===== src/rtl/ddr_rx_deframer.sv =====
// ddr_rx_deframer
//   Takes the 2-bit-per-cycle output of a DDR capture register and aligns to a
//   start-of-frame marker. It assembles DATA_WIDTH-bit words LSB-first, with the
//   first pair in bits [1:0]. Each finished word goes into a single-entry holding
//   register with a valid/ready handshake. If a word finishes while the holding
//   register is full, the word is dropped and the loss is reported.
//
// Ports
//   clk, rst_n  : clock (rising edge), asynchronous active-low reset
//   en          : capture enable; low forces idle and discards any partial word
//   ddr_din     : bit0 = older (falling-edge) sample, bit1 = newer (rising-edge)
//   sof         : marks ddr_din as the first pair of a word
//   dout        : assembled word
//   dout_vld    : holding register contains an unconsumed word
//   dout_rd     : consumer ready; a transfer happens on dout_vld & dout_rd
//   busy        : high while words are being shifted in
//   overflow    : sticky; a completed word was dropped
//   align_err   : sticky; sof arrived mid-word
//   clr_err     : clears the sticky flags (a same-cycle set still wins)
module ddr_rx_deframer #(
    parameter int unsigned DATA_WIDTH = 8
) (
    input  logic                  clk,
    input  logic                  rst_n,
    input  logic                  en,
    input  logic [1:0]            ddr_din,
    input  logic                  sof,
    output logic [DATA_WIDTH-1:0] dout,
    output logic                  dout_vld,
    input  logic                  dout_rd,
    output logic                  busy,
    output logic                  overflow,
    output logic                  align_err,
    input  logic                  clr_err
);

    localparam int unsigned PAIRS = DATA_WIDTH / 2;
    localparam int unsigned CntW  = (PAIRS > 1) ? $clog2(PAIRS) : 1;
    localparam logic [CntW-1:0] CntLast = CntW'(PAIRS - 1);
    localparam logic [CntW-1:0] CntOne  = CntW'(1);

    typedef enum logic [1:0] {StIdle, StHunt, StShift} state_e;

    state_e                state_q;
    logic [CntW-1:0]       cnt_q;
    logic [DATA_WIDTH-1:0] shreg_q;
    logic [DATA_WIDTH-1:0] slot_word;
    logic [DATA_WIDTH-1:0] first_pair;
    logic                  resync;

    // Shift register with the incoming pair dropped into the current slot.
    // On the last slot this is the completed word.
    always_comb begin
        slot_word = shreg_q;
        slot_word[2 * int'(cnt_q) +: 2] = ddr_din;
    end

    // Starting a new word from slot 0 discards whatever partial word was there.
    assign first_pair = {{(DATA_WIDTH - 2){1'b0}}, ddr_din};
    assign resync     = (state_q == StShift) && en && sof && (cnt_q != '0);
    assign busy       = (state_q == StShift);

    always_ff @(posedge clk or negedge rst_n) begin
        if (!rst_n) begin
            state_q   <= StIdle;
            cnt_q     <= '0;
            shreg_q   <= '0;
            dout      <= '0;
            dout_vld  <= 1'b0;
            overflow  <= 1'b0;
            align_err <= 1'b0;
        end else begin
            // Defaults first. A later assignment in this block overrides them,
            // so a same-cycle set or a new completion wins.
            if (clr_err) begin
                overflow  <= 1'b0;
                align_err <= 1'b0;
            end
            if (dout_vld && dout_rd) begin
                dout_vld <= 1'b0;
            end

            if (!en) begin
                // The holding register is left alone, so a pending word stays readable.
                state_q <= StIdle;
                cnt_q   <= '0;
                shreg_q <= '0;
            end else begin
                case (state_q)
                    StIdle: begin
                        state_q <= StHunt;
                    end
                    StHunt: begin
                        if (sof) begin
                            shreg_q <= first_pair;
                            cnt_q   <= CntOne;
                            state_q <= StShift;
                        end
                    end
                    StShift: begin
                        if (resync) begin
                            shreg_q   <= first_pair;
                            cnt_q     <= CntOne;
                            align_err <= 1'b1;
                        end else begin
                            shreg_q <= slot_word;
                            if (cnt_q == CntLast) begin
                                cnt_q <= '0;
                                // A word can be accepted while a read empties the holding register.
                                if (!dout_vld || dout_rd) begin
                                    dout     <= slot_word;
                                    dout_vld <= 1'b1;
                                end else begin
                                    overflow <= 1'b1;
                                end
                            end else begin
                                cnt_q <= cnt_q + CntOne;
                            end
                        end
                    end
                    default: begin
                        state_q <= StIdle;
                    end
                endcase
            end
        end
    end

endmodule

===== config.mk =====
export PLATFORM = sky130hd
export DESIGN_NAME = ddr_rx_deframer
export DESIGN_NICKNAME = d
export VERILOG_FILES = /design/src/rtl/ddr_rx_deframer.sv
export SDC_FILE = /design/constraint.sdc
export NUM_CORES = 1
export LEC_CHECK = 0
export CORE_AREA = 5 5 60 56
export CTS_CLUSTER_DIAMETER = 40
export DETAILED_ROUTE_END_ITERATION = 16
export DIE_AREA = 0 0 65 61
export PLACE_DENSITY = 0.68
export SLEW_MARGIN = 20
export SYNTH_ARGS = -nofsm -noshare
export SYNTH_HDL_FRONTEND = slang
export SYNTH_SLANG_ARGS = --single-unit

===== constraint.sdc =====
create_clock -name clk -period 2 [get_ports clk]
set_input_delay 0.3 -clock clk [delete_from_list [all_inputs] [get_ports clk]]
set_output_delay 0.3 -clock clk [all_outputs]
set_load 0.1 [all_outputs]

# == Word-level counts from Yosys, hierarchy flattened ==
# Index checks and enable logic that the tools add are counted.
# classes
addsub,2
mul,0
div_mod_pow,0
order_cmp,0
eq_ne,6
shifts,2
mux,29
bitwise,1
reduce_logical,11
# ops
cell,n
$neg A3 Y33,1
$shift A2 B33 Y8 const A,1
$shiftx A2 B33 Y8,1
$mux W8,3
$mux W1,16
$pmux W8 S2,1
$mux W2,6
$bwmux W8,1
$pmux W2 S3,1
$reduce_and A5 Y1,1
$eq A2 B2 Y1 const B,2
$logic_and A1 B1 Y1,4
$pmux W2 S2,1
$reduce_and A2 Y1,2
$ne A3 B1 Y1 const B,1
$ne A3 B3 Y1 const B,1
$add A2 B1 Y2 const B,1
$eq A2 B1 Y1 const B,1
$logic_not A2 Y1,1
$ne A2 B2 Y1 const B,1
$reduce_bool A2 Y1,1
$logic_not A1 Y1,1
$logic_or A1 B1 Y1,1
$not A1 Y1,1
# word_totals
regBits,23
latch_bits,0
mem_bits_rw,0
mem_bits_ro,0
inputBits,8
out_inout_bits,12
n_memories,0

# == Depth between registers and ports, before layout ==
# Gate-level depths: netlist (run 1).
# logic_depth
depth_word,7
ltp_mapped,7
mapped_depth_nobuf,6

# == Worst setup path before layout (run 1) ==
# No wires, ideal clock.
# synth_timing
kind,register to register
start,register dout_vld
end,register dout[2]
setup_time_ns,0.077
arrival_time_ns,1.617
slack_ns,0.307
path_stages_with_launch,6
n_path_buf,1
path_cell_list,dfrtp_1 -> nand2b_1 -> nand4_4 -> buf_6 -> nand2_1 -> o21ai_1
# synth_via
elab_chain_len,3
# synth_rtl
element,line,text
from (decl),29,"output logic dout_vld,"
from (signal assigned),69,dout_vld <= 1'b0;
from (signal assigned),80,dout_vld <= 1'b0;
from (signal assigned),112,dout_vld <= 1'b1;
$logic_not A1 Y1,110,if (!dout_vld || dout_rd) begin
$logic_or A1 B1 Y1,110,
$reduce_and A5 Y1 (no source line),--,
to (signal assigned),111,dout <= slot_word;
to (decl),28,"output logic [DATA_WIDTH-1:0] dout,"
# Every way passes these cells.
# A chain may end at the register's enable or synchronous reset.

# == Worst setup path after layout (run 1) ==
# layout_timing
start,register cnt_q[0]
end,register shreg_q[1]
# layout_via
elab_chain_len,6
elab_cells_between_ends,9
classes_between,1 x add/sub; 2 x shift; 4 x mux; 2 x reduce/logical
# layout_rtl
element,line,text
from (decl),45,logic [CntW-1:0] cnt_q;
from (signal assigned),96,cnt_q <= CntOne;
from (signal assigned),103,cnt_q <= CntOne;
from (signal assigned),117,cnt_q <= cnt_q + CntOne;
$neg A3 Y33,55,slot_word[2 * int'(cnt_q) +: 2] = ddr_din;
$shiftx A2 B33 Y8 / $shift A2 B33 Y8 (equally long branches),55,
$bwmux W8,55,
$mux W8 *,101,if (resync) begin
$pmux W8 S2 *,89,case (state_q)
$mux W8 *,83,if (!en) begin
to (signal assigned),95,shreg_q <= first_pair;
to (signal assigned),102,shreg_q <= first_pair;
to (signal assigned),106,shreg_q <= slot_word;
to (decl),46,logic [DATA_WIDTH-1:0] shreg_q;
# Mark *: on every way between the ends. The rest lies on a longest branch, timed or not.

==> flow_summary.json, run 1 <==
{
  "cp-start-kind": "flip-flop",
  "ys_ff_latch": 23,
  "grt_pass1_vias": 857,
  "track_usage": 0.1411,
  "finalClockSkew_ps": 1.675,
  "worstMarginPinSlew_ps": 363.4,
  "period_needed_ps": 1764,
  "num_vias": 887,
  "cts_tree": "yes",
  "rsz0062_at_grt": "no",
  "place_ws_ps": 274.2,
  "synth_area_um2": 1146,
  "viasPerCell": 5.544,
  "max-vdd-ir-drop_v": 0.0001851,
  "total_power_uw": 832.6,
  "power_density_nw_per_um2": 603.8,
  "crit_required_ps": 2220,
  "antenna_found_initial": 0,
  "ys_warn_count": 0,
  "hold_path_class": "in -> async",
  "status": "completed",
  "yosysSeqAreaShare": 0.5022,
  "worst-setup-path-type": "reg -> reg",
  "leakagePower_nw": 0.6315,
  "slew_headroom": 0.7559,
  "crit_family": "compound AO/OA/AOI/OAI gates",
  "grt_max_degree": 24,
  "cp_data_arrival_time_ps": 1980,
  "row_count": 18,
  "worstPathMaxFanout": 7,
  "setup_violations": 0,
  "core_um2": 2680,
  "num_io_pins": 20,
  "route.detailed.drc": 0,
  "clkLatencyLatePin_ps": 310,
  "cp_cell_sequence": "inv_1, ha_1, nor2_1, a31oi_1, a21oi_1, a22o_1",
  "fin_cells": 160,
  "areaGrowthSynthToFinish_pct": 20.31,
  "max_cap_viol_count": 0,
  "cts_sinks": 23,
  "fp.dieH_um": 61,
  "wl_mm": 2.465,
  "start_util": 0.4276,
  "synth_fp_nets": 120,
  "dieArea_um2": 3965,
  "drt_first_iter_violations": 51,
  "seq_area_um2": 575.6,
  "setup_ws_ps": 235.7,
  "crit_path_max_incr_delay_ps": 460,
  "gr-total-overflow": 0,
  "fillers": 247,
  "postCtsHoldBufs": 0,
  "cts-root-buf": "clkbuf_4",
  "r2r-start": "cnt_q[0]$_DFFE_PN0P_",
  "gp_congestion": 0.8316,
  "tns_ps": 0,
  "diodes": 0,
  "place_inst": 156,
  "first_pass_iters": 4,
  "post_cts_resized": 0,
  "drive_gt1_frac": 0.1846,
  "hold_violations": 0,
  "syn_avg_cell_area_um2": 10.71,
  "port-buffer-count": 19,
  "fin_crit_sh": 0.8821,
  "critical_path.startpoint": "cnt_q[0]$_DFFE_PN0P_",
  "die_w_um": 65,
  "end_kind": "flip-flop",
  "drv_slew": 0,
  "synth.distinct_cells": 31,
  "routedWlPerCell_um": 15.41,
  "dp_hpwl_mm": 1.831,
  "cts_setup_buffers": 0,
  "clk_path_buf_depth": 2,
  "finalInstanceArea_um2": 1379,
  "cpMaxStageDelayCell": "dfrtp_1",
  "multi_input_area_um2": 533.0,
  "final_nets": 144,
  "place_area_um2": 1353,
  "grt_pass1_wl_mm": 4.174,
  "path_clk_slew_ps": 120,
  "synthCells": 107,
  "numCtsBuffers": 3,
  "clock.fmax_ghz": 0.5668,
  "h-tree-depth": 1,
  "crit_buf_inv": 1,
  "ant_nets": 0
}
[metrics by stage]
stage	util	hold WS [ps]
floorplan	-	4.409
global placement	0.5047	468.9
detailed placement	0.5047	470.6
CTS	0.5145	328.1
global route	0.5145	344.6
finish	0.5145	320.6
[report_power, final]
group | total, mW | internal, mW | leakage (nW) | switching, mW
clock | 0.216 | 0.0780 | 0.0150 | 0.138
sequential | 0.484 | 0.475 | 0.318 | 0.00921
combinational | 0.132 | 0.0493 | 0.299 | 0.0832
[worst register-to-register path, stage by stage (launching register included)]
cell	delay, ps
dfrtp_1	460
inv_1	120
ha_1	420
nor2_1	80
a31oi_1	270
a21oi_1	110
a22o_1	210
[cell usage after synthesis, drive strengths merged]
cell type | number | area, µm²
a21o | 2 | 15.01
a21oi | 3 | 15.01
a22o | 4 | 35.03
a31oi | 2 | 12.51
a41oi | 6 | 52.55
and2 | 1 | 6.260
and3b | 1 | 8.760
buf | 1 | 11.26
dfrtp | 23 | 575.6
ha | 5 | 62.56
inv | 7 | 26.28
nand2 | 10 | 37.54
nand2b | 3 | 21.27
nand3 | 3 | 20.02
nand4 | 1 | 21.27
nor2 | 5 | 21.27
nor2b | 9 | 56.30
nor3 | 1 | 5.000
nor3b | 1 | 7.510
o211a | 1 | 10.01
o21ai | 10 | 53.80
o22ai | 2 | 18.77
o2bb2ai | 4 | 35.03
o32ai | 2 | 17.52
[kinds of logic (layout without fill, tap and decap cells)]
| logic type | Yosys count | in the layout | synth area share |
|---|---|---|---|
| compound gates | 36 | 36 | 0.2314 |
| simple gates | 35 | 35 | 0.1790 |
| flops | 23 | 23 | 0.5022 |
| buf+inv | 8 | 31 | 0.03275 |
| fa+ha+maj | 5 | 5 | 0.05459 |
[registers in the layout, summed over array words and instances, names as in the netlist]
register and flops:
shreg_q 8, dout_vld 1, cnt_q 2, state_q 2, dout 8, align_err 1
overflow 1
[cells in the final DEF, fill, tap and decap left out, drive strengths merged]
master,instances
dfrtp,23
buf,13
nand2,10
o21ai,10
nor2b,9
clkdlybuf4s50,7
inv,7
a41oi,6
ha,5
nor2,5
o2bb2ai,4
a22o,4
clkbuf,4
a21oi,3
nand2b,3
nand3,3
o32ai,2
a21o,2
a31oi,2
o22ai,2
and3b,1
nand4,1
and2,1
nor3,1
nor3b,1
o211a,1
[routing by layer]
metal	global-route usage	wire length (µm)
met2	0.2172	1109
met3	0.02778	83
met4	0.06627	70
met5	0	0
met1	0.1931	1203
[final timing paths]
kind,end,slack [ps],cells past startpoint
max,shreg_q[1]$_DFFE_PN0P_,240,6
min,state_q[1]$_DFFE_PN0P_,320,2
max reg2reg,shreg_q[1]$_DFFE_PN0P_,240,6
min reg2reg,shreg_q[3]$_DFFE_PN0P_,500,1
max in group asynchronous,dout[3]$_DFFE_PN0P_,1450,2
min in group clk,shreg_q[3]$_DFFE_PN0P_,500,1
[area by class of cell]
type | count | share of cell area
Sequential cell | 23 | 0.4174
Multi-Input combinational cell | 76 | 0.3866
Timing Repair Buffer | 20 | 0.1307
Tap cell | 30 | 0.02722
Clock buffer | 4 | 0.01906
Inverter | 7 | 0.01906
Note: power is estimated with default switching activity, not from simulation.
==> run 2: changes to the inputs <==
==> constraint.sdc (replaced) <==
create_clock -name clk -period 1.7 [get_ports clk]
set_input_delay 0.255 -clock clk [delete_from_list [all_inputs] [get_ports clk]]
set_output_delay 0.255 -clock clk [all_outputs]
set_load 0.1 [all_outputs]
==> flow_summary.json, run 2 (same netlist as run 1, synthesis figures left out) <==
{
  "status": "completed",
  "grt_pass1_vias": 891,
  "slew_headroom": 0.7017,
  "holdWs_ps": 254.5,
  "drv_slew": 0,
  "place_ws_ps": 44.02,
  "hold_violations": 0,
  "reg2reg_depth": 5,
  "setup_violations": 0,
  "track_usage": 0.1370,
  "total_power_mw": 1.026,
  "cp_data_arrival_time_ps": 1810,
  "multi_input_area_um2": 571.8,
  "finalClockSkew_ps": 7.283,
  "port-buffer-count": 19,
  "ant_nets": 0,
  "clock.fmax_ghz": 0.6441,
  "gr-total-overflow": 0,
  "hold_path_class": "in -> async",
  "power_density_nw_per_um2": 640.3,
  "final_nets": 151,
  "drive_gt1_frac": 0.2555,
  "clkLatencyLatePin_ps": 320,
  "gp_congestion": 0.8400,
  "fillers": 220,
  "start_util": 0.4276,
  "period_needed_ps": 1552,
  "rsz0062_at_grt": "no",
  "mostFrequentLayoutCells": "dfrtp_1 (23), buf_12 (12), nand2_1 (10)",
  "crit_path_max_incr_delay_ps": 380,
  "tns_ps": 0,
  "route.detailed.drc": 0,
  "postCtsHoldBufs": 0,
  "worst-setup-path-type": "reg -> reg",
  "first_pass_iters": 4,
  "num_vias": 942,
  "drt_first_iter_violations": 44,
  "antenna_found_initial": 0,
  "fin_crit_sh": 0.9132,
  "row_count": 18,
  "worstMarginPinSlew_ps": 446.0,
  "dp_hpwl_mm": 1.957,
  "end_kind": "flip-flop",
  "r2r-end": "dout[4]$_DFFE_PN0P_",
  "place_inst": 162,
  "h-tree-depth": 1,
  "cts_setup_buffers": 0,
  "max_cap_viol_count": 0,
  "viasPerCell": 5.641,
  "seq_area_um2": 575.6,
  "final_common_cell": "dfrtp_1",
  "diodes": 0,
  "grt_pass1_wl_mm": 4.140,
  "cts_tree": "yes",
  "areaGrowthSynthToFinish_pct": 39.74,
  "grt_max_degree": 24,
  "r2r_slack_ps": 150,
  "cp-start-kind": "flip-flop",
  "r2r-start": "cnt_q[0]$_DFFE_PN0P_",
  "cts_sinks": 23,
  "leakagePower_nw": 0.7025,
  "biggestRegsByFlops": "dout (8), shreg_q (8)",
  "fin_cells": 167,
  "dieArea_um2": 3965,
  "cts-root-buf": "clkbuf_4",
  "wl_mm": 2.733,
  "worstPathMaxFanout": 8,
  "max-vdd-ir-drop_v": 0.0005781,
  "num_io_pins": 20,
  "crit_required_ps": 1950,
  "numCtsBuffers": 3,
  "clk_path_buf_depth": 2,
  "fp.dieH_um": 61,
  "routedWlPerCell_um": 16.37,
  "die_w_um": 65,
  "setup_ws_ps": 147.5,
  "core_um2": 2680,
  "cpMaxStageDelayCell": "dfrtp_1",
  "path_clk_slew_ps": 140,
  "cp_cell_sequence": "buf_4, ha_1, and3b_1, nand4_2, o21ai_1"
}
## run 2: cell types whose count changed in the layout (fill, tap and decap cells not counted), sizes merged
cell and change:
buf +6, clkbuf -1, clkinv +1, nand4 +1
## run 2: worst max-delay path: cells and delay by family (launching register included)
family / cells / cell delay (ps)
adders and majority gates: 1 / 170
and+or+nand+nor: 2 / 570
DFF: 1 / 380
AOI/OAI and AO/OA: 1 / 210
buffers and inverters: 1 / 150
## run 2: final cells by class
| type | instances | area share |
|---|---|---|
| repair buffers | 26 | 0.2266 |
| well taps | 30 | 0.02344 |
| inverters | 7 | 0.01641 |
| multi-input cells | 77 | 0.3570 |
| clock buffers | 3 | 0.01406 |
| flip-flops and latches | 23 | 0.3594 |
| clock inverters | 1 | 0.003125 |
## run 2: repair_timing
item                                    in CTS  in global routing
endpoints found under the hold margin        0                  0
endpoints found under the setup margin       0                 17
gates resized for setup                      0                  5
## run 2: worst max-delay path by stage
stage / slack [ps] / start / endpoint / cells past startpoint
CTS: 4 / cnt_q[1]$_DFFE_PN0P_ / dout[4]$_DFFE_PN0P_ / 6
global route: 30 / cnt_q[0]$_DFFE_PN0P_ / dout[0]$_DFFE_PN0P_ / 5
detailed placement: 40 / cnt_q[1]$_DFFE_PN0P_ / dout[4]$_DFFE_PN0P_ / 6
global placement: 60 / cnt_q[1]$_DFFE_PN0P_ / shreg_q[3]$_DFFE_PN0P_ / 6
finish: 150 / cnt_q[0]$_DFFE_PN0P_ / dout[4]$_DFFE_PN0P_ / 5
floorplan: 7 / dout_vld$_DFF_PN0_ / dout[2]$_DFFE_PN0P_ / 5
## run 2: metrics by stage
step	instance area [µm²]	utilization
after floorplan	1146	-
after global placement	1535	0.5728
after detailed placement	1535	0.5728
after CTS	1563	0.5831
after global routing	1602	0.5976
final	1602	0.5976
## run 2: power by group
| group | leakage [nW] | switching (mW) | internal (mW) |
|---|---|---|---|
| clock | 0.0177 | 0.182 | 0.0883 |
| combinational | 0.367 | 0.111 | 0.0777 |
| sequential | 0.318 | 0.00792 | 0.559 |
## run 2: routing by layer
metal | share of wire | vias up | GRT usage | routed length (µm)
met1 | 0.45 | 455 | 0.1758 | 1235
met4 | 0.0037 | 0 | 0.01807 | 10
met5 | 0 | - | 0 | 0
met2 | 0.50 | 23 | 0.2332 | 1364
met3 | 0.045 | 2 | 0.04630 | 123
li1 | - | 462 | - | -
==> run 3: changes to the inputs <==
--- a/config.mk
+++ b/config.mk
@@ -5,11 +5,11 @@
 export SDC_FILE = /design/constraint.sdc
 export NUM_CORES = 1
 export LEC_CHECK = 0
-export CORE_AREA = 5 5 60 56
+export CORE_AREA = 5 5 56 53
 export CTS_CLUSTER_DIAMETER = 40
 export DETAILED_ROUTE_END_ITERATION = 16
-export DIE_AREA = 0 0 65 61
-export PLACE_DENSITY = 0.68
+export DIE_AREA = 0 0 61 58
+export PLACE_DENSITY = 0.76
 export SLEW_MARGIN = 20
 export SYNTH_ARGS = -nofsm -noshare
 export SYNTH_HDL_FRONTEND = slang
==> flow_summary.json, run 3 (same netlist as run 1, synthesis figures left out) <==
{
  "ant_nets": 0,
  "cts_sinks": 23,
  "worstPathMaxFanout": 6,
  "crit_buf_inv": 2,
  "grt_pass1_vias": 864,
  "clkPwrFrac": 0.250,
  "leakagePower_nw": 0.6877,
  "comb_power_share": 0.184,
  "rsz0062_at_grt": "yes",
  "cpMaxStageDelayCell": "dfrtp_2",
  "drt_first_iter_violations": 20,
  "routedWlPerCell_um": 15.94,
  "setup_ws_ps": 98.10,
  "fp.dieH_um": 58,
  "gr-total-overflow": 0,
  "hold_path_class": "in -> async",
  "clkLatencyLatePin_ps": 320,
  "row_count": 17,
  "met3_length_um": 227,
  "cts_tree": "yes",
  "areaGrowthSynthToFinish_pct": 37.23,
  "finalClockSkew_ps": 8.943,
  "worstMarginPinSlew_ps": 356.7,
  "fillers": 198,
  "total_power_mw": 1.010,
  "core_um2": 2340,
  "tns_ps": 0,
  "slew_headroom": 0.7614,
  "track_usage": 0.1533,
  "viasPerCell": 5.679,
  "routed.top_layer": "met4",
  "max-vdd-ir-drop_v": 0.0006660,
  "place_area_um2": 1510,
  "finalInstanceArea_um2": 1573,
  "grt_max_degree": 24,
  "holdWs_ps": 266.0,
  "drv_slew": 0,
  "dieArea_um2": 3538,
  "path_clk_slew_ps": 130,
  "worst-setup-path-type": "reg -> reg",
  "num_io_pins": 20,
  "first_pass_iters": 4,
  "place_inst": 157,
  "p_sw_frac": 0.2812,
  "utilization": 0.6722,
  "setup_violations": 0,
  "drive_gt1_frac": 0.2463,
  "route.detailed.drc": 0,
  "period_needed_ps": 1602,
  "mostFrequentLayoutCells": "dfrtp_1 (22), buf_12 (12), nand2_1 (10)",
  "cp-start-kind": "flip-flop",
  "max_cap_viol_count": 0,
  "power_density_nw_per_um2": 642.0,
  "power_switching_uw": 283.9,
  "cts-root-buf": "clkbuf_4",
  "biggestRegsByFlops": "dout (8), shreg_q (8)",
  "place_ws_ps": 16.19,
  "wl_mm": 2.582,
  "final_common_cell": "dfrtp_1",
  "crit_required_ps": 1960,
  "port-buffer-count": 19,
  "final_nets": 148,
  "cp_data_arrival_time_ps": 1860,
  "h-tree-depth": 1,
  "dp_hpwl_mm": 1.980,
  "end_kind": "flip-flop",
  "antenna_found_initial": 0,
  "fin_cells": 162,
  "crit_family": "simple AND/OR/NAND/NOR gates",
  "p_int_uw": 725.7,
  "fin_crit_sh": 0.9423,
  "clk_path_buf_depth": 2,
  "numCtsBuffers": 3,
  "share_seq_of_total_power": 0.567,
  "wl_met1_mm": 1.061,
  "cp_cell_sequence": "inv_1, buf_4, ha_1, nor3_4, nand3_1, nor2_2, a22o_1",
  "status": "completed",
  "hold_violations": 0,
  "met2WireLength_mm": 1.279,
  "die_w_um": 61,
  "start_util": 0.4898,
  "gp_congestion": 0.7755,
  "postCtsHoldBufs": 0,
  "grt_pass1_wl_mm": 4.043,
  "num_vias": 920,
  "crit_path_max_incr_delay_ps": 450,
  "diodes": 0,
  "clock.fmax_ghz": 0.6243
}
[run 3: layer usage]
metal | track usage | up-vias
li1 | - | 447
met1 | 0.2140 | 428
met2 | 0.2412 | 41
met3 | 0.04677 | 4
met4 | 0.01858 | 0
met5 | 0 | -
[run 3: area by class of cell]
type	instances	area [µm²]	share of cell area
clock buffers	3	22.52	0.01432
clock inverters	1	5.005	0.003182
inverters	7	26.28	0.01671
multi-input cells	76	559.3	0.3556
flip-flops and latches	23	576.8	0.3667
well taps	28	35.03	0.02228
repair buffers	24	347.8	0.2212
[run 3: worst paths after layout]
check	start	to	slack [ps]	depth (start not counted)
min	rst_n	overflow$_DFF_PN0_	270	2
min in group clk	shreg_q[2]$_DFFE_PN0P_	shreg_q[2]$_DFFE_PN0P_	500	1
max reg2reg	cnt_q[0]$_DFFE_PN0P_	shreg_q[4]$_DFFE_PN0P_	100	7
max	cnt_q[0]$_DFFE_PN0P_	shreg_q[4]$_DFFE_PN0P_	100	7
max in group asynchronous	rst_n	cnt_q[0]$_DFFE_PN0P_	1180	2
min reg2reg	shreg_q[2]$_DFFE_PN0P_	shreg_q[2]$_DFFE_PN0P_	500	1
[run 3: worst register-to-register path, stage by stage, from the launching register on]
cell,delay [ps]
dfrtp_2,450
inv_1,110
buf_4,160
ha_1,220
nor3_4,210
nand3_1,130
nor2_2,120
a22o_1,140
[run 3: what timing repair did]
| action | in CTS | in global routing |
|---|---|---|
| endpoints found under the setup margin | 2 | 15 |
| gates resized for setup | 2 | 4 |
| setup buffers | 0 | 1 |
| gates cloned | 0 | 0 |
[run 3: power groups by stage]
| stage | sequential (mW) | combinational (mW) | clock [mW] |
|---|---|---|---|
| finish | 0.572 | 0.186 | 0.252 |
| detailed placement | 0.580 | 0.167 | 0 |
| global placement | 0.579 | 0.159 | 0 |
| global route | 0.574 | 0.200 | 0.287 |
| CTS | 0.571 | 0.169 | 0.262 |
| floorplan | 0.581 | 0.0886 | 0 |
